--- src/rtl/lamp_sequencer.sv ---
// Green-LED dashboard sequencer: decodes the meter state into chase, bounce and fill
// running-light patterns while moving, and a blink while waiting. Steps come from a programmable prescaler.
module lamp_sequencer #(
    parameter int unsigned N_LED = 8,
    parameter int unsigned DIV_W = 24
) (
    input  logic             clk,
    input  logic             rst,
    input  logic [1:0]       state,
    input  logic [1:0]       mode,
    input  logic             dir,
    input  logic [DIV_W-1:0] period,
    output logic [N_LED-1:0] LED_G,
    output logic             step_pulse
);

    localparam int unsigned POS_W = $clog2(N_LED);
    localparam logic [POS_W-1:0] POS_MAX = POS_W'(N_LED - 1);

    typedef enum logic [1:0] {
        ST_IDLE = 2'b00,
        ST_MOVE = 2'b01,
        ST_WAIT = 2'b11
    } state_e;

    state_e             state_q, state_d;
    logic [DIV_W-1:0]   div_q, div_d, limit;
    logic [POS_W-1:0]   pos_q, pos_d;
    logic               bdir_q, bdir_d;
    logic               blink_q, blink_d;
    logic [1:0]         mode_q;
    logic               dir_q;
    logic [N_LED-1:0]   led_q, led_d;
    logic               step_q, step_d;
    logic               tick;

    // LED image for a position: one-hot for chase/bounce, a bar anchored at the start end for fill
    function automatic logic [N_LED-1:0] pattern(input logic [POS_W-1:0] p,
                                                 input logic [1:0] m, input logic d);
        logic [N_LED-1:0] v;
        int unsigned      ip;
        v  = '0;
        ip = 32'(p);
        for (int unsigned i = 0; i < N_LED; i++) begin
            if (m == 2'b10) begin
                v[i] = d ? (i + ip >= N_LED - 1) : (i <= ip);
            end else begin
                v[i] = (i == ip);
            end
        end
        return v;
    endfunction

    always_comb begin
        case (state)
            2'b01:   state_d = ST_MOVE;
            2'b11:   state_d = ST_WAIT;
            default: state_d = ST_IDLE;
        endcase

        limit   = (period == '0) ? '0 : period - 1'b1;
        tick    = (div_q >= limit);
        pos_d   = pos_q;
        bdir_d  = bdir_q;
        blink_d = blink_q;
        div_d   = div_q;
        step_d  = 1'b0;

        if (state_d == ST_IDLE) begin
            pos_d   = '0;
            blink_d = 1'b0;
            div_d   = '0;
        end else if (state_d != state_q) begin
            // A state change always restarts the prescaler and suppresses any coincident step
            div_d = '0;
            if (state_d == ST_MOVE && state_q == ST_IDLE) begin
                bdir_d = dir;
                pos_d  = (dir && mode != 2'b10) ? POS_MAX : '0;
            end
            if (state_d == ST_WAIT) begin
                blink_d = 1'b1;
            end
        end else begin
            div_d  = tick ? '0 : div_q + 1'b1;
            step_d = tick;
            if (state_d == ST_MOVE) begin
                if (mode != mode_q || dir != dir_q) begin
                    bdir_d = dir;
                end
                if (tick) begin
                    case (mode)
                        2'b01: begin
                            if (!bdir_q) begin
                                if (pos_q == POS_MAX) begin
                                    bdir_d = 1'b1;
                                    pos_d  = POS_MAX - 1'b1;
                                end else begin
                                    pos_d = pos_q + 1'b1;
                                end
                            end else begin
                                if (pos_q == '0) begin
                                    bdir_d = 1'b0;
                                    pos_d  = POS_W'(1);
                                end else begin
                                    pos_d = pos_q - 1'b1;
                                end
                            end
                        end
                        2'b10: pos_d = (pos_q == POS_MAX) ? '0 : pos_q + 1'b1;
                        default: begin
                            if (dir) begin
                                pos_d = (pos_q == '0) ? POS_MAX : pos_q - 1'b1;
                            end else begin
                                pos_d = (pos_q == POS_MAX) ? '0 : pos_q + 1'b1;
                            end
                        end
                    endcase
                end
            end else if (tick) begin
                blink_d = ~blink_q;
            end
        end

        case (state_d)
            ST_IDLE: led_d = '0;
            ST_WAIT: led_d = {N_LED{blink_d}};
            default: led_d = pattern(pos_d, mode, dir);
        endcase
    end

    always_ff @(posedge clk) begin
        if (rst) begin
            state_q <= ST_IDLE;
            div_q   <= '0;
            pos_q   <= '0;
            bdir_q  <= 1'b0;
            blink_q <= 1'b0;
            mode_q  <= 2'b00;
            dir_q   <= 1'b0;
            led_q   <= '0;
            step_q  <= 1'b0;
        end else begin
            state_q <= state_d;
            div_q   <= div_d;
            pos_q   <= pos_d;
            bdir_q  <= bdir_d;
            blink_q <= blink_d;
            mode_q  <= mode;
            dir_q   <= dir;
            led_q   <= led_d;
            step_q  <= step_d;
        end
    end

    assign LED_G      = led_q;
    assign step_pulse = step_q;

endmodule
--- config.mk ---
export PLATFORM = sky130hd
export DESIGN_NAME = lamp_sequencer
export DESIGN_NICKNAME = d
export VERILOG_FILES = /design/src/rtl/lamp_sequencer.sv
export SDC_FILE = /design/constraint.sdc
export NUM_CORES = 1
export LEC_CHECK = 0
export CAP_MARGIN = 20
export CORE_UTILIZATION = 40
export DETAILED_ROUTE_END_ITERATION = 12
export PLACE_DENSITY = 0.66
export SETUP_SLACK_MARGIN = 0.5
export SYNTH_ARGS = -nofsm -noshare
export SYNTH_HDL_FRONTEND = slang
export SYNTH_SLANG_ARGS = --single-unit
--- constraint.sdc ---
create_clock -name clk -period 5.05 [get_ports clk]
set_clock_uncertainty 0.15 [all_clocks]
set_input_delay 1.01 -clock clk [delete_from_list [all_inputs] [get_ports clk]]
set_output_delay 1.01 -clock clk [all_outputs]
set_load 0.01 [all_outputs]
==> results.md <==
- Result of the run: finished with violations
- Failing checks: design-rule violations
- Worst-margin pin slew: 707 ps
- Chip Height: 96.4 um
- WL/cell: 14.8 um
- Vias in the first global route: 3507
- Crit path time final: 4980 ps
- Ant. Diodes: 0
- # rows: 34
- Critical Path AT: 5020 ps
- Max-slew headroom: 0.529
- Fmax: 201 MHz
- Crit path top cell by count: buf_6
- Worst setup EP type: register
- Number of H-tree levels: 2
- Register bit count reported by yosys: 43
- Max VDD drop: 0.0935 mV
- Main synth FF type: dfxtp_1
- Power Density: 171 nW/um2
- Slowest-stage cell, CP: or4_4
- Min-Delay Path Class: reg2reg
- Seq/Total Area, Yosys: 0.242
- Dpl cells: 656
- Core area: 8680 um2
- Clk Latency, worst-skew pair: 300 ps
- Via count: 3752
- Post-Syn Instances: 452
- Fin util: 0.630
- Vias/cell: 5.41
- Final worst path period share: 0.987
- Crit path max fanout: 5
- Slew Limit Fails: 0
- Die Wd: 96.4 um
- Layout fillers: 759
- Ys async rst share: 0
- Port bufs: 39
- Distinct cell type count of the synthesized netlist: 68
- Sink Count: 43
- Setup ws final: 67.2 ps
- Final setup viols: 0
- Initial antenna violation count: 0
- CP required: 5090 ps
- Final ANT Viol Nets: 0
- Ports: 40
- Root buf cell: clkbuf_8
- EDFF count, synth: 0
- Final WL: 10300 um
- CP max stage delay: 560 ps
- TritonCTS clock tree: done
- Startpoint class of the critical path: input pin
- 1st-iter DRT viols: 102
- DRC viols: 1
- Final hold vios: 0
- WS Path Type: in2reg
- First-pass DRT Iterations: 8
- First-pass GRT wire length: 16200 um
- LEAKAGE: 0.00230 uW
- Finished Layout Cells: 693
- Synth Cell Area: 3560 um2
- HPWL Detailed: 7120 um
- Nets: 656
- Total number of yosys warnings: 0
- Largest net degree at the start of global routing: 25
- Post-Syn Nets: 524
- Area grow syn2layout: 53.5%
- Syn avg cell area: 7.88 um2
- Share of layout cells above drive strength 1: 0.349
- Clk slew on worst S/H paths: 90 ps
- Gr ovfl total: 0
- Inserted Clock Buffers: 5
- Dpl ws: -399 ps
- Total Routing Usage GR: 0.219
- DIE AREA: 9290 um2
- Starting Density: 0.410
- Max Cap Violations: 0
- Clock Tree Buf Depth: 2
- Crit-path cells: buf_6 > or4_4 > or2_4 > inv_4 > nand2_4 > nor3_4 > xor2_1 > nand2_2 > ha_4 > nand4_1 > nor3_4 > nand4_2 > o21ai_2 > buf_6 > o21ai_1 > buf_4 > o211ai_4 > buf_6 > buf_6 > ha_4 > nor3b_2 > or4_1
- RSZ-0062 raised after global routing: yes
- Gpl congestion: 0.901
==> synth_stat cells, types with 4 or more instances <==
library cell	instances	area (um2)
nor2_1	61	229
nand2_1	58	218
dfxtp_1	43	861
ha_1	41	513
xor2_1	23	201
nand3_1	22	110
inv_1	19	71.3
xnor2_1	19	166
a21oi_1	14	70.1
o21ai_0	14	70.1
nor3_1	13	65.1
nor2b_1	9	56.3
nor4_1	8	50.1
clkbuf_1	7	26.3
a311oi_1	6	52.6
and3_1	6	37.5
nand2b_1	6	37.5
nand4_1	5	31.3
o2111ai_1	4	35.0
or3_1	4	25.0
==> final timing paths <==
path                                 start        to  slack, ps  cells past startpoint
worst max-delay path            period[11]  LED_G[4]         70                     22
worst max register to register    div_q[0]  LED_G[4]       1680                     14
worst min register to register    div_q[0]  div_q[0]        330                      1
worst min-delay path              div_q[0]  div_q[0]        330                      1
==> worst max-delay path: cells and delay by family <==
family / cells / cell delay (ps)
adder cells (fa/ha/maj): 2 / 410
AND/OR/NAND/NOR: 10 / 2260
AO/OA/AOI/OAI: 3 / 350
buffers and inverters: 6 / 730
XOR/XNOR: 1 / 250
==> power breakdown <==
group	leakage [uW]	switching, uW	internal, uW
registers	0.000349	6.55	347
logic	0.00189	126	125
clock network	0.0000644	132	197
total	0.00230	264	669
==> final cells by class <==
class,count,area [um2],area share
multi-input cells,375,3040,0.556
repair buffers,138,1200,0.219
flip-flops and latches,43,861,0.157
well taps,108,135,0.0247
inverters,21,96.3,0.0176
clock buffers,5,68.8,0.0126
clock inverters,3,67.6,0.0124
==> cell families after synthesis <==
family                   Yosys count  share of synthesized area
AND/OR/NAND/NOR                  210                      0.287
AO/OA/AOI/OAI                     79                      0.173
adder cells (fa/ha/maj)           41                      0.144
flip-flops                        43                      0.242
buffers and inverters             34                     0.0425
XOR/XNOR                          42                      0.103
multiplexers                       3                    0.00843
==> repair_timing <==
action	in CTS	in global routing
buffers inserted	19	10
gates resized for setup	119	50
pin swaps	50	43
endpoints found under the setup margin	10	35
hold buffers	0	0
==> layout by cell type, fill, tap and decap left out, types with 7 or more instances in the layout <==
cell and instances:
a21oi_1 13, buf_4 72, buf_6 28, clkdlybuf4s50_1 19, dfxtp_1 43, ha_1 31, ha_4 9, inv_1 15
nand2_1 50, nand3_1 18, nor2_1 55, nor2b_1 9, nor3_1 9, o21ai_0 7, xnor2_1 18, xor2_1 23
==> sequential cells by signal (all words and copies together), names as in the netlist <==
register and flops:
mode_q 2, div_q 24, LED_G 8, dir_q 1, blink_q 1, state_q 2
step_pulse 1, bdir_q 1, pos_q 3
==> routing by layer <==
layer | up-vias | GRT usage | routed length [um] | part of all wire
met5 | - | 0 | 0 | 0
met4 | 0 | 0.0527 | 254 | 0.025
met3 | 23 | 0.0305 | 431 | 0.042
met2 | 109 | 0.415 | 5410 | 0.53
met1 | 1745 | 0.259 | 4180 | 0.41
li1 | 1875 | - | - | -
==> through the flow <==
step	hold WS (ps)	setup TNS (ps)	cell area, um2	total power (uW)
floorplan	280	0	3650	468
global placement	296	-1770	4640	560
detailed placement	311	-2620	4640	563
CTS	333	0	5210	913
global route	357	-544	5470	973
finish	327	0	5470	933
No activity file was read; power rests on OpenSTA's default activity.
